[config.mk]
export PLATFORM = sky130hd
export DESIGN_NAME = mem_stage_lsu
export DESIGN_NICKNAME = d
export VERILOG_FILES = /design/src/rtl/mem_stage_lsu_pkg.sv /design/src/rtl/mem_stage_lsu_load_align.sv /design/src/rtl/mem_stage_lsu.sv
export SDC_FILE = /design/constraint.sdc
export NUM_CORES = 1
export LEC_CHECK = 0
export CORE_MARGIN = 2
export CORE_UTILIZATION = 51
export CTS_BUF_LIST = sky130_fd_sc_hd__clkbuf_4
export DETAILED_ROUTE_END_ITERATION = 7
export GPL_ROUTABILITY_DRIVEN = 0
export MAX_ROUTING_LAYER = met4
export PLACE_DENSITY = 0.89
export SYNTH_ARGS = -nofsm -noshare
export SYNTH_HDL_FRONTEND = slang
export SYNTH_SLANG_ARGS = --single-unit
export TNS_END_PERCENT = 50
[constraint.sdc]
create_clock -name clk -period 5.18 [get_ports clk]
set_input_delay 1.036 -clock clk [delete_from_list [all_inputs] [get_ports clk]]
set_output_delay 1.036 -clock clk [all_outputs]
set_load 0.005 [all_outputs]
[src/rtl/mem_stage_lsu_pkg.sv]
// Shared encodings for the memory-stage LSU: funct3 access codes, FSM states,
// and the store-side legality/formatting helpers used at launch time.
package mem_stage_lsu_pkg;

    localparam logic [2:0] F3_LB  = 3'b000;
    localparam logic [2:0] F3_LH  = 3'b001;
    localparam logic [2:0] F3_LW  = 3'b010;
    localparam logic [2:0] F3_LBU = 3'b100;
    localparam logic [2:0] F3_LHU = 3'b101;
    localparam logic [2:0] F3_SB  = 3'b000;
    localparam logic [2:0] F3_SH  = 3'b001;
    localparam logic [2:0] F3_SW  = 3'b010;

    typedef enum logic [1:0] {
        LSU_IDLE = 2'd0,
        LSU_REQ  = 2'd1,
        LSU_WAIT = 2'd2,
        LSU_DONE = 2'd3
    } lsu_state_e;

    // Stores share the low three load encodings, so LBU/LHU codes are legal only for loads.
    function automatic logic access_legal(input logic is_load, input logic [2:0] f3,
                                          input logic [1:0] off);
        logic ok;
        ok = 1'b0;
        case (f3)
            F3_LB:   ok = 1'b1;
            F3_LH:   ok = ~off[0];
            F3_LW:   ok = (off == 2'b00);
            F3_LBU:  ok = is_load;
            F3_LHU:  ok = is_load & ~off[0];
            default: ok = 1'b0;
        endcase
        return ok;
    endfunction

    function automatic logic [31:0] store_wdata(input logic [2:0] f3, input logic [31:0] d);
        logic [31:0] w;
        case (f3)
            F3_SB:   w = {4{d[7:0]}};
            F3_SH:   w = {2{d[15:0]}};
            default: w = d;
        endcase
        return w;
    endfunction

    function automatic logic [3:0] store_be(input logic [2:0] f3, input logic [1:0] off);
        logic [3:0] be;
        case (f3)
            F3_SB:   be = 4'b0001 << off;
            F3_SH:   be = 4'b0011 << off;
            default: be = 4'b1111;
        endcase
        return be;
    endfunction

endpackage

[src/rtl/mem_stage_lsu_load_align.sv]
// Load data alignment: shifts the returned word down to the addressed lane
// and sign- or zero-extends according to funct3.
module lsu_load_align
    import mem_stage_lsu_pkg::*;
(
    input  logic [31:0] rdata,
    input  logic [1:0]  offset,
    input  logic [2:0]  funct3,
    output logic [31:0] data
);

    logic [31:0] shifted;

    always_comb begin
        shifted = rdata >> {offset, 3'b000};
        case (funct3)
            F3_LB:   data = {{24{shifted[7]}}, shifted[7:0]};
            F3_LH:   data = {{16{shifted[15]}}, shifted[15:0]};
            F3_LW:   data = rdata;
            F3_LBU:  data = {24'h000000, shifted[7:0]};
            F3_LHU:  data = {16'h0000, shifted[15:0]};
            default: data = 32'h0000_0000;
        endcase
    end

endmodule

[src/rtl/mem_stage_lsu.sv]
// Memory-stage load/store unit: launches one data-memory access per instruction,
// formats store lanes, aligns load data and stalls the pipeline until completion.
module mem_stage_lsu
    import mem_stage_lsu_pkg::*;
#(
    parameter int TIMEOUT_CYCLES = 255,
    parameter int CNT_WIDTH      = 8
)
(
    input  logic        clk,
    input  logic        rst_n,
    input  logic        in_valid_i,
    input  logic        mem_read_i,
    input  logic        mem_write_i,
    input  logic [2:0]  funct3_i,
    input  logic [31:0] addr_i,
    input  logic [31:0] store_data_i,
    output logic        dmem_req_o,
    output logic        dmem_we_o,
    output logic [31:0] dmem_addr_o,
    output logic [31:0] dmem_wdata_o,
    output logic [3:0]  dmem_be_o,
    input  logic        dmem_ready_i,
    input  logic        dmem_rvalid_i,
    input  logic [31:0] dmem_rdata_i,
    output logic [31:0] load_data_o,
    output logic        done_o,
    output logic        fault_o,
    output logic        stall_o,
    output logic [1:0]  dbg_state
);

    localparam logic [CNT_WIDTH-1:0] TIMEOUT_LAST = CNT_WIDTH'(TIMEOUT_CYCLES - 1);

    lsu_state_e           state;
    logic [CNT_WIDTH-1:0] cnt;
    logic [31:0]          addr_q;
    logic [31:0]          wdata_q;
    logic [3:0]           be_q;
    logic                 we_q;
    logic [2:0]           f3_q;
    logic [1:0]           off_q;
    logic [31:0]          load_q;
    logic                 timeout_q;

    logic                 mem_op;
    logic                 legal;
    logic                 launch;
    logic                 illegal;
    logic [31:0]          aligned;

    // A load wins if both read and write are flagged.
    assign mem_op  = in_valid_i & (mem_read_i | mem_write_i);
    assign legal   = access_legal(mem_read_i, funct3_i, addr_i[1:0]);
    assign launch  = (state == LSU_IDLE) & mem_op & legal;
    assign illegal = (state == LSU_IDLE) & mem_op & ~legal;

    lsu_load_align u_load_align (
        .rdata  (dmem_rdata_i),
        .offset (off_q),
        .funct3 (f3_q),
        .data   (aligned)
    );

    // Handshake: the request is held with stable addr/wdata/be/we while dmem_req_o=1
    // and transfers on the cycle dmem_ready_i=1; read data is taken only on a later
    // cycle with dmem_rvalid_i=1, never in the handshake cycle itself.
    always_ff @(posedge clk or negedge rst_n) begin
        if (!rst_n) begin
            state     <= LSU_IDLE;
            cnt       <= '0;
            addr_q    <= '0;
            wdata_q   <= '0;
            be_q      <= '0;
            we_q      <= 1'b0;
            f3_q      <= '0;
            off_q     <= '0;
            load_q    <= '0;
            timeout_q <= 1'b0;
        end else begin
            case (state)
                LSU_IDLE: begin
                    if (launch) begin
                        addr_q    <= {addr_i[31:2], 2'b00};
                        off_q     <= addr_i[1:0];
                        f3_q      <= funct3_i;
                        we_q      <= ~mem_read_i;
                        wdata_q   <= mem_read_i ? 32'h0000_0000 : store_wdata(funct3_i, store_data_i);
                        be_q      <= mem_read_i ? 4'b1111 : store_be(funct3_i, addr_i[1:0]);
                        timeout_q <= 1'b0;
                        state     <= LSU_REQ;
                    end
                end
                LSU_REQ: begin
                    if (dmem_ready_i) begin
                        cnt   <= '0;
                        state <= we_q ? LSU_DONE : LSU_WAIT;
                    end
                end
                LSU_WAIT: begin
                    if (dmem_rvalid_i) begin
                        load_q <= aligned;
                        state  <= LSU_DONE;
                    end else if (TIMEOUT_CYCLES != 0) begin
                        if (cnt == TIMEOUT_LAST) begin
                            load_q    <= '0;
                            timeout_q <= 1'b1;
                            state     <= LSU_DONE;
                        end else begin
                            cnt <= cnt + 1'b1;
                        end
                    end
                end
                LSU_DONE: begin
                    timeout_q <= 1'b0;
                    state     <= LSU_IDLE;
                end
                default: state <= LSU_IDLE;
            endcase
        end
    end

    assign dmem_req_o   = (state == LSU_REQ);
    assign dmem_we_o    = (state == LSU_REQ) & we_q;
    assign dmem_addr_o  = addr_q;
    assign dmem_wdata_o = wdata_q;
    assign dmem_be_o    = be_q;
    assign load_data_o  = load_q;
    assign done_o       = (state == LSU_DONE);
    assign fault_o      = illegal | ((state == LSU_DONE) & timeout_q);
    assign stall_o      = launch | (state == LSU_REQ) | (state == LSU_WAIT);
    assign dbg_state    = state;

endmodule
==> results of run 1 <==
[cell families after synthesis]
group,Yosys count,share of synthesized area
other,1,0.0006144
flip-flops,115,0.4715
buffers and inverters,58,0.05678
AND/OR/NAND/NOR,100,0.08159
AO/OA/AOI/OAI,172,0.2132
multiplexers,73,0.1640
adder cells (fa/ha/maj),6,0.01230
[power breakdown]
group | internal, mW | total (mW) | leakage (nW) | switching [mW]
combinational | 1.24 | 1.96 | 2.05 | 0.717
sequential | 1.27 | 1.60 | 1.46 | 0.334
clock | 0.345 | 0.728 | 0.156 | 0.383
total | 2.85 | 4.29 | 3.67 | 1.43
[per-stage QoR]
| stage | setup slack [ns] | utilization |
|---|---|---|
| after global placement | 1.106 | 0.7052 |
| final | 1.101 | 0.7322 |
| after CTS | 1.092 | 0.7322 |
| after detailed placement | 1.080 | 0.7052 |
| after floorplan | 1.778 | - |
| after global routing | 1.024 | 0.7322 |
[per-layer routing]
layer,wire length [um],vias up
li1,-,2358
met1,7087,2561
met2,8455,288
met3,1381,36
met4,459,0
met5,0,-
[layout make-up]
class	count	area (um2)
fill	787	3097
clock buffer	18	135.1
clock inverter	14	177.7
inverter	15	56.30
tap	143	178.9
multi-input combinational	353	2883
timing repair buffer	218	2160
sequential	115	2878
[sequential cells by signal, summed over array words and instances, names as in the netlist]
signal / cells
dmem_be_o: 4
cnt: 8
timeout_q: 1
dbg_state: 2
dmem_addr_o: 30
off_q: 2
f3_q: 3
dmem_wdata_o: 32
load_data_o: 32
we_q: 1
[critical path, delay by kind of cell]
kind,cells,cell delay [ns]
AOI/OAI and AO/OA,2,0.30
buffers and inverters,3,1.14
and+or+nand+nor,1,0.56
[cells in the final DEF, fill, tap and decap left out, drive strengths merged, types with 3 or more instances in the layout]
master,netlist,layout
mux2,56,56
a21o,3,3
clkdlybuf4s50,0,209
o211ai,7,7
nand3,13,13
nand4,4,4
bufinv,0,3
a32oi,7,7
o21a,9,9
o41ai,8,8
o21ai,40,40
clkinvlp,0,4
nor2,16,16
a21oi,26,26
dfrtp,115,115
o31ai,9,9
o2bb2ai,7,7
nand2b,4,4
mux2i,16,16
a2bb2oi,7,7
ha,6,6
nand2,40,40
a211o,19,19
clkbuf,17,18
a221o,16,16
buf,26,9
inv,15,18
clkinv,0,4
nor2b,13,13
[final timing paths]
kind | end | start | cells after the start | slack (ns)
worst max-delay path | stall_o | funct3_i[0] | 6 | 1.10
worst min-delay path | load_data_o[7] | load_data_o[7] | 1 | 0.49
worst max register to register | load_data_o[30] | dbg_state[0] | 5 | 2.25
worst min register to register | load_data_o[7] | load_data_o[7] | 1 | 0.49
max in group asynchronous | load_data_o[30] | rst_n | 2 | 3.41
min in group asynchronous | load_data_o[16] | rst_n | 1 | 0.61
==> summary.md, run 1 <==
| Metric | Value |
|---|---|
| Nets | `832` |
| DIE AREA | `12860 um2` |
| Largest buffer count on any clock path | `2` |
| Final non-filler cell total | `876` |
| CP Max Fanout | `15` |
| Slew margin rel. | `0.2452` |
| Seq/Total Area, Yosys | `0.4715` |
| Synthesized area | `6103 um2` |
| DR vias | `5243` |
| Power density of the placed cells | `506.4 nW/um2` |
| Inst Count DP | `844` |
| Critical path, cell by cell | `clkdlybuf4s50_1 > buf_4 > or4_4 > o21a_4 > o21ai_0 > clkdlybuf4s50_1` |
| Post-synth top cells | `dfrtp_1 (115), mux2_4 (50), nand2_1 (40)` |
| Area share of the largest cell type after synthesis | `0.4715` |
| Tmin final | `4.079 ns` |
| Chip Height | `113.4 um` |
| Number of flops mapped to enable cells by yosys | `0` |
| Leakage power | `3.666 nW` |
| Top achievable clock speed | `0.2452 GHz` |
| Number of max-slew violations in the final report | `0` |
| Yosys cell types | `58` |
| Initial antenna violation count | `0` |
| Worst slew pin tran | `1.130 ns` |
| Core area | `11560 um2` |
| CP peak stage delay | `0.56 ns` |
| Crit end category | `output pin` |
| Port bufs | `210` |
| Post-synth top area cell | `dfrtp_1` |
| Chip width | `113.4 um` |
| CTS root buffer | `clkbuf_4` |
| Grt met3 use | `0.07120` |
| Global-route wire length before repair | `27470 um` |
| Worst skew pair latency | `0.53 ns` |
| Worst-path clk slew | `0.10 ns` |
| WL final | `17380 um` |
| Syn Area/Cell | `11.63 um2` |
| Area growth syn-to-layout | `38.75%` |
| Final total power | `4.289 mW` |
| Max-Cap Viols | `0` |
| # setup viols final | `0` |
| Mapped Cells | `525` |
| Cell repeated most along the worst path | `clkdlybuf4s50_1` |
| Pin count of the biggest net entering global routing | `76` |
| Starting Density | `0.5278` |
| DRT antenna net count | `0` |
| Register bit total from synthesis | `115` |
| Asr flop ratio synth | `1.000` |
| Vias in the first global route | `5278` |
| Iteration-0 DRC count of the detailed router | `395` |
| Most frequent cell after synthesis | `dfrtp_1` |
| CTS-repair resized insts | `0` |
| Setup tns final | `0 ns` |
| Critical path type | `in2out` |
| Clock Skews | `0.01884 ns` |
| Fin crit share | `0.7875` |
| Total GRT Usage | `0.2804` |
| Worst hold slack | `0.4894 ns` |
| Final Hold Violating Endpoints | `0` |
| I/O pins | `213` |
| Hold_buf cts | `0` |
| HP Class | `reg2reg` |
| Post-CTS setup buffer count | `0` |
| Area after DPL | `8155 um2` |
| Fraction of layout cells with a size suffix above 1 | `0.1487` |
| Met2 Usage GRT | `0.4523` |
| Routed WL per cell | `19.84 um` |
| Worst setup SP type | `input pin` |
| Cells taking the most area after synthesis | `dfrtp_1 (47%), mux2_4 (12%), o21ai_0 (3.2%)` |
| First-pass detailed-route iteration total | `5` |
| Critical Path Slowest Stage Cell | `or4_4` |
| Htree depth | `4` |
| Unrepaired setup endpoints after global routing | `no` |
| Main synth FF type | `dfrtp_1` |
| Total gr overflow | `0` |
| CP Data Required Time | `4.14 ns` |
| Final Cell Area | `8468 um2` |
| VDD IR max | `0.0002584 V` |
| ANT cells | `0` |
| Status | `completed` |
| Syn. warnings | `0` |
| Residual DRC | `0` |
| Vias per cell | `5.985` |
| Gr busiest metal | `met2` |
| Met1 track demand over resource | `0.3458` |
| CTS tree | `yes` |
| Number of CTS-inserted buffers | `17` |
| Worst endpoint data arrival time | `3.04 ns` |
| Hpwl dp | `12740 um` |
| # clock sinks | `115` |
| Row count | `39` |
Power figures use the tool's default switching activity.
==> inputs of run 2 (changes only) <==
Settings changed: CORE_UTILIZATION 51 to 47, PLACE_DENSITY 0.89 to 0.83.
Clock period 5.18 ns to 4.2 ns, I/O delays scaled along.
==> run 2 against run 1 <==
Net effect: register-to-register slack got worse by 0.79 ns; largest power group unchanged; via count is 0.80% lower; combinational power rose by 23%; worst setup slack got worse by 0.66 ns; highest routed layer unchanged; first-iteration DRC count up 5.1%.
==> summary.md, run 2 (same netlist as run 1, synthesis figures left out) <==
| Metric | Value |
|---|---|
| Status | `completed` |
| Nets | `835` |
| # clock sinks | `115` |
| Reg-to-reg endpoint | `load_data_o[25]` |
| Total GRT Usage | `0.2630` |
| Clock Skews | `0.01404 ns` |
| Chip width | `118.0 um` |
| DR vias | `5201` |
| Routed WL per cell | `19.40 um` |
| VDD IR max | `0.0003037 V` |
| Met1 wire length | `7280 um` |
| CP Data Required Time | `3.36 ns` |
| R2r worst-path depth | `5` |
| Final Cell Area | `8441 um2` |
| Setup tns final | `0 ns` |
| Worst-path clk slew | `0.09 ns` |
| Met2 wire length | `8791 um` |
| PnR worst setup slack | `0.4363 ns` |
| Critical path type | `in2out` |
| Most common cell after layout, fill and taps aside | `clkdlybuf4s50_1` |
| Hold_buf cts | `0` |
| Metal3 WL | `1145 um` |
| Commonest non-fill, non-tap cells in the layout | `clkdlybuf4s50_1 (209), dfrtp_1 (115), mux2_4 (50), nand2_1 (40), o21ai_0 (39)` |
| Unrepaired setup endpoints after global routing | `no` |
| Critical Path Slowest Stage Cell | `or4_4` |
| Worst hold slack | `0.3949 ns` |
| Worst endpoint data arrival time | `2.92 ns` |
| Initial antenna violation count | `1` |
| Fraction of layout cells with a size suffix above 1 | `0.1469` |
| CP peak stage delay | `0.56 ns` |
| Cell repeated most along the worst path | `clkdlybuf4s50_1` |
| Row count | `41` |
| Max-Cap Viols | `0` |
| Number of max-slew violations in the final report | `0` |
| Fin crit share | `0.8961` |
| Tmin final | `3.764 ns` |
| Area after DPL | `8227 um2` |
| Htree depth | `4` |
| Pre-CTS setup slack | `0.4260 ns` |
| DIE AREA | `13910 um2` |
| I/O pins | `213` |
| Hpwl dp | `13070 um` |
| Largest buffer count on any clock path | `2` |
| Iteration-0 DRC count of the detailed router | `415` |
| WL final | `17620 um` |
| Area growth syn-to-layout | `38.29%` |
| Residual DRC | `0` |
| Worst setup SP type | `input pin` |
| CTS root buffer | `clkbuf_4` |
| Final Hold Violating Endpoints | `0` |
| Port bufs | `210` |
| Flop-to-flop setup slack | `1.46 ns` |
| First-pass detailed-route iteration total | `5` |
| DRT antenna net count | `0` |
| Chip Height | `118.0 um` |
| Top Metal Used | `met4` |
| Critical path, cell by cell | `clkdlybuf4s50_1 > or4_4 > o21a_4 > o21ai_0 > clkdlybuf4s50_1` |
| Vias per cell | `5.728` |
| Vias in the first global route | `5403` |
| CTS-repair resized insts | `0` |
| Top achievable clock speed | `0.2657 GHz` |
| Pin count of the biggest net entering global routing | `69` |
| HP Class | `in2async` |
| Number of CTS-inserted buffers | `17` |
| # setup viols final | `0` |
| Worst slew pin tran | `1.073 ns` |
| CP Max Fanout | `38` |
| Power density of the placed cells | `599.0 nW/um2` |
| Crit. Startpoint | `funct3_i[2]` |
| Total gr overflow | `0` |
| CTS tree | `yes` |
| Core area | `12670 um2` |
| Worst R2R Start | `dbg_state[0]` |
| Slew margin rel. | `0.2845` |
| Starting Density | `0.4817` |
| Crit end category | `output pin` |
| Global-route wire length before repair | `28030 um` |
| Leakage power | `3.654 nW` |
| Post-CTS setup buffer count | `0` |
| Worst skew pair latency | `0.53 ns` |
| Final total power | `5.056 mW` |
run 2: changes by cell type in the layout (fill, tap and decap cells not counted), sizes merged:
cell	delta
clkbuf	+5
buf	+3
bufinv	-3
clkinv	+3
clkinvlp	-3
inv	-3
diode	+1
run 2: power breakdown:
part / switching (mW) / leakage [nW] / internal (mW) / total (mW)
combinational: 0.886 / 2.06 / 1.54 / 2.42
sequential: 0.411 / 1.46 / 1.56 / 1.98
clock: 0.396 / 0.126 / 0.260 / 0.656
total: 1.69 / 3.65 / 3.36 / 5.06
run 2: worst max-delay path by stage:
stage	depth (start not counted)	slack (ns)	to
after CTS	5	0.43	stall_o
after detailed placement	5	0.43	stall_o
final	5	0.44	stall_o
after floorplan	6	1.19	stall_o
after global routing	5	0.36	stall_o
after global placement	5	0.47	stall_o
run 2: critical path, delay by kind of cell:
family          cells  cell delay (ns)
compound gates      2             0.48
simple gates        1             0.56
buf+inv             2             1.02
run 2: area by class of cell:
class / instances / area (um2)
fillers: 1016 / 4230
well taps: 172 / 215.2
multi-input cells: 353 / 2883
flip-flops and latches: 115 / 2878
inverters: 15 / 56.30
clock inverters: 8 / 38.79
diodes: 1 / 2.502
clock buffers: 23 / 172.7
repair buffers: 221 / 2195
run 2: stage by stage:
| stage | instances | util |
|---|---|---|
| after floorplan | 526 | - |
| final | 908 | 0.6661 |
| after global routing | 908 | 0.6661 |
| after CTS | 907 | 0.6659 |
| after detailed placement | 876 | 0.6493 |
| after global placement | 876 | 0.6493 |
run 2: per-layer routing:
| metal | up-vias | GRT usage |
|---|---|---|
| met5 | - | - |
| met4 | 0 | 0.09563 |
| met3 | 35 | 0.06977 |
| met2 | 247 | 0.4331 |
| met1 | 2557 | 0.3111 |
| li1 | 2362 | - |
==> inputs of run 3 (changes only) <==
Settings changed: SETUP_SLACK_MARGIN from default to 0.1.
==> results of run 3 <==
No change in the layout: final DEF, timing and power equal those of run 2.
